File: config.mk
export PLATFORM = sky130hd
export DESIGN_NAME = alu_iter_unit
export DESIGN_NICKNAME = d
export VERILOG_FILES = /design/src/rtl/alu_iter_unit.sv
export SDC_FILE = /design/constraint.sdc
export NUM_CORES = 1
export LEC_CHECK = 0
export CAP_MARGIN = 20
export CORE_MARGIN = 5
export CORE_UTILIZATION = 45
export DETAILED_ROUTE_END_ITERATION = 8
export DONT_BUFFER_PORTS = 1
export SLEW_MARGIN = 20
export SYNTH_ARGS = -nofsm -noshare
export SYNTH_HDL_FRONTEND = slang
export SYNTH_SLANG_ARGS = --single-unit
File: constraint.sdc
create_clock -name i_clk -period 2.3 [get_ports i_clk]
set_input_delay 0 -clock i_clk [delete_from_list [all_inputs] [get_ports i_clk]]
set_output_delay 0 -clock i_clk [all_outputs]
set_load 0.03 [all_outputs]
File: src/rtl/alu_iter_unit.sv
// Handshaked multi-cycle ALU: logic/arith ops complete in one cycle,
// shifts iterate one bit position per cycle; result held until consumed.
module alu_iter_unit (
    input  logic        i_clk,
    input  logic        i_rst_n,
    input  logic        i_valid,
    output logic        o_ready,
    input  logic [31:0] i_r,
    input  logic [31:0] i_s,
    input  logic [3:0]  i_aluc,
    output logic        o_valid,
    input  logic        i_ready,
    output logic [31:0] o_alu,
    output logic        o_zero
);

    typedef enum logic [1:0] {IDLE, SHIFT, DONE} state_t;

    state_t      state_q, state_d;
    logic [31:0] shreg_q, shreg_d;
    logic [4:0]  cnt_q,   cnt_d;
    logic        left_q,  left_d;
    logic        arith_q, arith_d;
    logic [31:0] res_q,   res_d;
    logic        zero_q,  zero_d;

    logic        isShift;
    logic [31:0] quickRes;
    logic [31:0] shifted;

    assign isShift = (i_aluc[1:0] == 2'b11);
    assign shifted = left_q ? {shreg_q[30:0], 1'b0}
                            : {arith_q & shreg_q[31], shreg_q[31:1]};

    // A shift by zero falls into the default arm and returns s unchanged.
    always_comb begin
        quickRes = i_s;
        case (i_aluc[2:0])
            3'b000:  quickRes = i_r + i_s;
            3'b100:  quickRes = i_r - i_s;
            3'b001:  quickRes = i_r & i_s;
            3'b101:  quickRes = i_r | i_s;
            3'b010:  quickRes = i_r ^ i_s;
            3'b110:  quickRes = {i_s[15:0], 16'h0000};
            default: quickRes = i_s;
        endcase
    end

    always_comb begin
        state_d = state_q;
        shreg_d = shreg_q;
        cnt_d   = cnt_q;
        left_d  = left_q;
        arith_d = arith_q;
        res_d   = res_q;
        zero_d  = zero_q;
        o_ready = 1'b0;
        o_valid = 1'b0;
        case (state_q)
            IDLE: begin
                o_ready = 1'b1;
                if (i_valid) begin
                    if (isShift && (i_r[4:0] != 5'd0)) begin
                        shreg_d = i_s;
                        cnt_d   = i_r[4:0];
                        left_d  = ~i_aluc[2];
                        arith_d = i_aluc[3];
                        state_d = SHIFT;
                    end else begin
                        res_d   = quickRes;
                        zero_d  = (quickRes == 32'd0);
                        state_d = DONE;
                    end
                end
            end
            SHIFT: begin
                shreg_d = shifted;
                cnt_d   = cnt_q - 5'd1;
                if (cnt_q == 5'd1) begin
                    res_d   = shifted;
                    zero_d  = (shifted == 32'd0);
                    state_d = DONE;
                end
            end
            DONE: begin
                o_valid = 1'b1;
                if (i_ready) begin
                    state_d = IDLE;
                end
            end
            default: state_d = IDLE;
        endcase
    end

    always_ff @(posedge i_clk or negedge i_rst_n) begin
        if (!i_rst_n) begin
            state_q <= IDLE;
            shreg_q <= 32'd0;
            cnt_q   <= 5'd0;
            left_q  <= 1'b0;
            arith_q <= 1'b0;
            res_q   <= 32'd0;
            zero_q  <= 1'b0;
        end else begin
            state_q <= state_d;
            shreg_q <= shreg_d;
            cnt_q   <= cnt_d;
            left_q  <= left_d;
            arith_q <= arith_d;
            res_q   <= res_d;
            zero_q  <= zero_d;
        end
    end

    assign o_alu  = res_q;
    assign o_zero = zero_q;

endmodule

# Yosys cells after proc, flatten, opt, wreduce, memory -nomap -nowiden

Index checks and enable logic that the tools add are counted.

Output and inout bits: 35
Word-level logic and storage cells: 63
Register bits: 74

$add $sub $neg: 3
Mux-type cells: 23
Reduce and logical (&&, ||, !) cells: 11
Bitwise gates (word level): 5
Eq/ne operators: 14

Operator list:

| operator              | number |
|---|---|
| $mux W32              | 6 |
| $pmux W32 S6          | 1 |
| $pmux W32 S2          | 2 |
| $logic_not A32 Y1     | 2 |
| $add A32 B32 Y32      | 1 |
| $and A32 B32 Y32      | 1 |
| $or A32 B32 Y32       | 1 |
| $sub A32 B32 Y32      | 1 |
| $xor A32 B32 Y32      | 1 |
| $mux W5               | 2 |
| $ne A2 B2 Y1 const B  | 5 |
| $pmux W5 S2           | 1 |
| $eq A3 B3 Y1 const B  | 3 |
| $reduce_and A3 Y1     | 3 |
| $mux W2               | 4 |
| $pmux W2 S3           | 1 |
| $eq A5 B1 Y1 const B  | 1 |
| $mux W1               | 5 |
| $reduce_bool A5 Y1    | 1 |
| $sub A5 B1 Y5 const B | 1 |
| $eq A2 B2 Y1 const B  | 2 |
| $reduce_and A4 Y1     | 1 |
| $eq A3 B1 Y1 const B  | 1 |
| $eq A3 B2 Y1 const B  | 1 |
| 8 further kinds       | 8 |

# Logic depth before layout (Yosys ltp)

Depth in word-level cells: 6
Depth in mapped cells: 20
Gate-level depth less buffers: 20

# Worst setup path after synthesis

No wires, ideal clock.

Kind: input to register
Start point: in i_aluc[1]
End point: reg zero_q, in the netlist o_zero
Data arrival time: 3.793 ns
Setup slack: -1.559 ns
Stages: 19
Buffers on the path: 2
Setup time: 0.067 ns
Cells stage by stage: clkinv_1 buf_1 nand2_1 nor2_1 clkbuf_1 nor2_1 xnor2_1 ha_1 nor2b_1 o211ai_1 a211o_1 a31oi_1 nor2_1 xnor2_1 mux4_2 nand3b_1 a2111oi_0 nand4_1 nand2_1

Longest elaborated chain between the ends: 6
Elaborated cells between the ends (all ways): 15
Classes of those cells: 7 x eq/ne; 4 x mux; 4 x reduce/logical

Ends and longest elaborated chain:

| element                                    | RTL line | text |
|---|---|---|
| start, declared                            | 10       | `input logic [3:0] i_aluc,` |
| $eq A3 B3 Y1, or another cell as far along | 38       | `case (i_aluc[2:0])` |
| $pmux W32 S6                               | 38       |  |
| $logic_not A32 Y1                          | 71       | `zero_d = (quickRes == 32'd0);` |
| $mux W1                                    | 63       | `if (isShift && (i_r[4:0] != 5'd0)) begin` |
| $mux W1                                    | 62       | `if (i_valid) begin` |
| $pmux W1 S2                                | 59       | `case (state_q)` |
| end signal, assigned                       | 111      | `zero_q <= zero_d;` |
| end, declared                              | 25       | `logic zero_q, zero_d;` |

Parallel ways exist; a longest one is shown, timed or not. The select of a mux whose other input is x is not followed.
A chain may end at the register's enable or synchronous reset.

# Worst setup path in the final report

Start point: in i_s[8]
End point: reg zero_q, in the netlist o_zero

Longest elaborated chain between the ends: 6
Elaborated cells between the ends (all ways): 10
Classes of those cells: 2 x add/sub; 4 x mux; 3 x bitwise; 1 x reduce/logical

Ends and longest elaborated chain:

| element                                        | RTL line | text |
|---|---|---|
| start, declared                                | 9        | `input logic [31:0] i_s,` |
| $sub A32 B32 Y32, or another cell as far along | 40       | `3'b100: quickRes = i_r - i_s;` |
| $pmux W32 S6 *                                 | 38       |  |
| $logic_not A32 Y1 *                            | 71       |  |
| $mux W1 *                                      | 63       |  |
| $mux W1 *                                      | 62       |  |
| $pmux W1 S2 *                                  | 59       |  |

Every way passes the cells marked *; elsewhere a longest branch is shown, timed or not. The select of a mux whose other input is x is not followed.

==> results.md <==
- The category of the worst setup path launch point is a primary input.
- In this run the standard cell core region covers 18700 sq um.
- The TritonCTS clock tree is built.
- The number of design-rule violations left by the first detailed-router iteration is 858.
- The worst max-slew margin expressed relative to the limit is 40.7%.
- Internal power comes to 5.22 mW.
- The share of power burned in the clock network is 15.7%.
- After detailed routing, the number of vias per cell comes to 6.05.
- The post-route netlist has 30.6% of its cells at a drive strength greater than 1.
- The area of the mapped netlist is 8520 sq um.
- The worst reg2reg path depth is 11.
- The worst setup path is captured at a flop.
- The worst voltage drop across the vdd grid is 0.546 mV.
- The run finished, with violations left.
- After detailed routing, the average wire length per cell comes to 21.8 microns.
- During placement, the flow inserted port buffers numbering 0.
- The count of nets after finishing is 1535.
- Setup total negative slack on the finished layout was measured at -17600 ps.
- The async set-reset flop share out of synthesis is 100%.
- The classification of the worst-slack hold path is primary input to flop.
- The worst clock skew is 5.65 ps.
- The overall overflow remaining after global route is 0.
- After clock tree synthesis, the clock-pin slew on the worst setup and hold paths is 60 ps.
- In this run the power density over the cells is 781 nW/um^2.
- The worst hold path startpoint is i_s[29].
- Once the floorplan was initialized, standard cells occupied 45.6% of the core.
- The number of distinct library cells after synthesis is 63.
- The slew of the pin with the lowest slew margin is 867 ps.
- Clock tree synthesis selected as its root buffer the cell sky130_fd_sc_hd__clkbuf_16.
- The maximum number of pins on one net before global-route repair is 75.
- The first TritonRoute pass finished after 5 iterations.
- Derived from the worst setup path, the maximum achievable clock frequency is 300 MHz.
- The sum of routed wire length over all layers is 34.9 mm.
- The clock passes through at most 2 buffers.
- The number of endpoints with negative hold slack in the final report is 0.
- The count of flip-flops with a built-in enable after synthesis is 0.
- Combinational cells account for 52.6% of the total power.
- The clock sink count is 74.
- The via count of the first global-routing pass is 9513.
- In this run the vertical extent of the chip is 148 microns.
- The initialized floorplan defines 50 standard-cell rows.
- STA puts the critical path data required time at 2530 ps.
- Counting every instance in the synthesized netlist gives 1138.
- In this run the static leakage power is 5.60 nW.
- The cell count of the worst hold path is 3.
- The most critical setup path has its startpoint at i_s[8].
- The post-layout total power is 9.61 mW.
- The switching power is 4.39 mW.
- Compared with the post-synthesis result, the final layout area differs by 44.4%.
- Dividing the synthesized area by the synthesized cell count gives 7.49 sq um.
- The maximum fanout along the worst path is 6.
- Across the run, the number of max-cap violations was 0.
- The count of cells in the finished layout, fillers not included, comes to 1602.
- The number of clock buffers added by TritonCTS is 9.
- In the global route stage, overall resource usage came out at 31.2%.
- The clock insertion delay at the later pin of the skew report is 340 ps.
- Setup violations remaining at the end of the flow were counted as 27.
- Setup repair after global routing could not meet its margin everywhere.
- The data arrival time of the critical path is 3560 ps.
- The source of the worst register-to-register timing path is cnt_q[1]$_DFFE_PN0P_.
- CTS built an H-tree with a depth of 3.
- The initial antenna violation count was 0.
- Across all layers, the routed design uses 9694 vias.
- The antenna diode count is 0.
- The register share of total power is 31.7%.
- The first global-routing pass estimated 53.5 mm of wire.
- The number of nets with antenna violations after routing is 0.
- Summing all non-filler instances in the final layout gives an area of 12300 sq um.
- Counting tap cells, the placed design contains a total of 1522 instances.
- The critical setup path kind is primary input to flop.
- The path with the worst hold slack has its endpoint at o_alu[29]$_DFFE_PN0P_.
- The smallest setup slack after layout is -1030 ps.
- Across all register-to-register paths, the minimum setup slack is -410 ps.
- The routability-driven placement congestion ratio is 0.956.
- The I/O pin total is 107.
- The final critical delay including setup and external delays is 3330 ps.
- The net switching fraction of the power is 45.7%.
- The die is 148 microns wide.
- The die outline area is 21800 sq um.
- Summing all placed instances gives a cell area of 10500 sq um.
- The endpoint of the most critical register-to-register path is o_zero$_DFFE_PN0P_.
- The number of slew-limit violations in the final report is 0.
- The final reports fail on negative setup slack.
- The total of flip-flops plus latches after synthesis is 74.
- The wire-length estimate of the detail-placed layout is 25.5 mm.
- During synthesis, Yosys emitted a total of 0 warnings.
- The number of DRC violations after detailed routing is 0.
- On the final layout, the worst hold slack is 26.2 ps.
- The fraction of the yosys area taken by sequential cells is 21.7%.
- Synthesis produced a netlist with a net count of 1309.
- The most used flip-flop cell after synthesis is sky130_fd_sc_hd__dfrtp_1.
- Dividing the final minimum period by the clock period gives 145%.
[state kept, by name, indices dropped and copies added, names as in the netlist]
name / cells
state_q: 2
shreg_q: 32
left_q: 1
o_alu: 32
cnt_q: 5
o_zero: 1
arith_q: 1
[metrics by stage]
stage	setup WS [ps]	util [%]
floorplan	-1270	-
global placement	-1480	56.0
detailed placement	-1570	56.0
CTS	-922	63.5
global route	-1270	65.8
finish	-1030	65.8
[critical path: stages]
cell                        delay, ps
sky130_fd_sc_hd__clkinv_16         20
sky130_fd_sc_hd__nand4_1          240
sky130_fd_sc_hd__nor4_4           270
sky130_fd_sc_hd__nand2_2          140
sky130_fd_sc_hd__or3_4            360
sky130_fd_sc_hd__buf_4            160
sky130_fd_sc_hd__o41ai_1          320
sky130_fd_sc_hd__xnor2_1          170
sky130_fd_sc_hd__ha_1             250
sky130_fd_sc_hd__buf_4            150
sky130_fd_sc_hd__nor2b_1          140
sky130_fd_sc_hd__a2111oi_0        800
sky130_fd_sc_hd__nand3_4          160
sky130_fd_sc_hd__nand4_1          170
sky130_fd_sc_hd__a211oi_2          50
sky130_fd_sc_hd__nand4_1          100
sky130_fd_sc_hd__nand2_1           50
[worst max path at each step]
stage                                 end  slack, ps
floorplan              o_zero$_DFFE_PN0P_      -1270
global placement       o_zero$_DFFE_PN0P_      -1480
detailed placement     o_zero$_DFFE_PN0P_      -1570
CTS                 o_alu[26]$_DFFE_PN0P_       -920
global route           o_zero$_DFFE_PN0P_      -1270
finish                 o_zero$_DFFE_PN0P_      -1030
[cell type report]
cell class	count	area, sq um
Multi-Input combinational cell	920	7120
Tap cell	234	293
Fill cell	1614	6400
Clock inverter	5	78.8
Clock buffer	10	239
Timing Repair Buffer	281	2330
Sequential cell	74	1850
Inverter	78	387
[power by group through the flow]
| stage | Clock [mW] | Combinational (mW) | Sequential [mW] |
|---|---|---|---|
| after CTS | 1.52 | 4.80 | 3.04 |
| after global placement | 0 | 4.36 | 3.04 |
| after global routing | 1.59 | 5.51 | 3.13 |
| after floorplan | 0 | 2.95 | 2.82 |
| final | 1.51 | 5.05 | 3.04 |
| after detailed placement | 0 | 4.41 | 3.05 |
[synthesized netlist by cell type, types with 3 or more instances]
cell type / instances / area, sq um
sky130_fd_sc_hd__a2111oi_0: 3 / 26.3
sky130_fd_sc_hd__a211oi_1: 46 / 345
sky130_fd_sc_hd__a21o_1: 26 / 195
sky130_fd_sc_hd__a21oi_1: 100 / 500
sky130_fd_sc_hd__a22o_1: 3 / 26.3
sky130_fd_sc_hd__a22oi_1: 4 / 30.0
sky130_fd_sc_hd__a31oi_1: 17 / 106
sky130_fd_sc_hd__a41o_1: 3 / 30.0
sky130_fd_sc_hd__a41oi_1: 3 / 26.3
sky130_fd_sc_hd__and2_1: 7 / 43.8
sky130_fd_sc_hd__and3_1: 7 / 43.8
sky130_fd_sc_hd__buf_1: 8 / 30.0
sky130_fd_sc_hd__buf_2: 3 / 15.0
sky130_fd_sc_hd__clkbuf_1: 55 / 206
sky130_fd_sc_hd__dfrtp_1: 74 / 1850
sky130_fd_sc_hd__ha_1: 98 / 1230
sky130_fd_sc_hd__inv_1: 76 / 285
sky130_fd_sc_hd__mux2i_1: 24 / 240
sky130_fd_sc_hd__mux4_2: 4 / 90.1
sky130_fd_sc_hd__nand2_1: 121 / 454
sky130_fd_sc_hd__nand2b_1: 7 / 43.8
sky130_fd_sc_hd__nand3_1: 16 / 80.1
sky130_fd_sc_hd__nand4_1: 17 / 106
sky130_fd_sc_hd__nor2_1: 101 / 379
sky130_fd_sc_hd__nor2b_1: 26 / 163
sky130_fd_sc_hd__nor3_1: 20 / 100
sky130_fd_sc_hd__nor4_1: 16 / 100
sky130_fd_sc_hd__o2111ai_1: 3 / 26.3
sky130_fd_sc_hd__o211ai_1: 4 / 30.0
sky130_fd_sc_hd__o21a_1: 6 / 45.0
sky130_fd_sc_hd__o21ai_0: 85 / 425
sky130_fd_sc_hd__o21ai_1: 5 / 25.0
sky130_fd_sc_hd__o221ai_1: 8 / 70.1
sky130_fd_sc_hd__o22ai_1: 13 / 81.3
sky130_fd_sc_hd__o31ai_1: 26 / 195
sky130_fd_sc_hd__o41ai_1: 4 / 35.0
sky130_fd_sc_hd__or3_1: 10 / 62.6
sky130_fd_sc_hd__or4_1: 4 / 30.0
sky130_fd_sc_hd__xnor2_1: 42 / 368
sky130_fd_sc_hd__xor2_1: 11 / 96.3
[layer usage]
metal  share of wire, %  global-route usage (%)  up-vias  routed length, microns
met4                3.8                    10.8        0                    1330
met5                  0                       0        -                       0
li1                   -                       -     4577                       -
met1                 41                    40.5     4590                   14200
met3                8.8                    7.48       82                    3060
met2                 47                    50.9      445                   16300
[repair_timing]
item / 4_1_cts / 5_1_grt
hold endpoints to repair: 114 / 0
hold buffers: 44 / 0
setup buffers: 14 / 8
resized for setup: 100 / 72
pin swaps: 62 / 44
setup endpoints to repair: 28 / 28
[logic make-up (layout without fill, tap and decap cells)]
group                    after synthesis  in the layout  share of synthesized area [%]
AO/OA/AOI/OAI                        378            378                           28.1
XOR/XNOR                              53             53                           5.45
adder cells (fa/ha/maj)               99             99                           14.6
buffers and inverters                144            374                           6.39
flip-flops                            74             74                           21.7
multiplexers                          30             30                           4.14
AND/OR/NAND/NOR                      360            360                           19.6
[placed cells by master (no fill, tap or decap), types with 6 or more instances in the layout]
master                          count
sky130_fd_sc_hd__o31ai_1           24
sky130_fd_sc_hd__o21ai_0           69
sky130_fd_sc_hd__o22ai_1           13
sky130_fd_sc_hd__o21ai_1           10
sky130_fd_sc_hd__a21oi_2           18
sky130_fd_sc_hd__nand4_1           17
sky130_fd_sc_hd__nor2_2             9
sky130_fd_sc_hd__nor2_1            88
sky130_fd_sc_hd__nand2_2            8
sky130_fd_sc_hd__nand3_2            6
sky130_fd_sc_hd__a21oi_4            6
sky130_fd_sc_hd__o21ai_2           10
sky130_fd_sc_hd__dlygate4sd3_1     43
sky130_fd_sc_hd__o21a_1             6
sky130_fd_sc_hd__a211oi_2           6
sky130_fd_sc_hd__xnor2_1           36
sky130_fd_sc_hd__buf_4            216
sky130_fd_sc_hd__or3_1              6
sky130_fd_sc_hd__and2_1             7
sky130_fd_sc_hd__dfrtp_1           73
sky130_fd_sc_hd__a21oi_1           76
sky130_fd_sc_hd__a31oi_1           11
sky130_fd_sc_hd__nor2b_1           24
sky130_fd_sc_hd__ha_1              92
sky130_fd_sc_hd__clkbuf_16          9
sky130_fd_sc_hd__inv_1             69
sky130_fd_sc_hd__a211oi_1          39
sky130_fd_sc_hd__nor4_1            11
sky130_fd_sc_hd__a21o_1            25
sky130_fd_sc_hd__mux2i_1           24
sky130_fd_sc_hd__nor3_1            14
sky130_fd_sc_hd__nand3_1            9
sky130_fd_sc_hd__buf_6             19
sky130_fd_sc_hd__nand2_1          110
No activity file was read; power rests on OpenSTA's default activity.
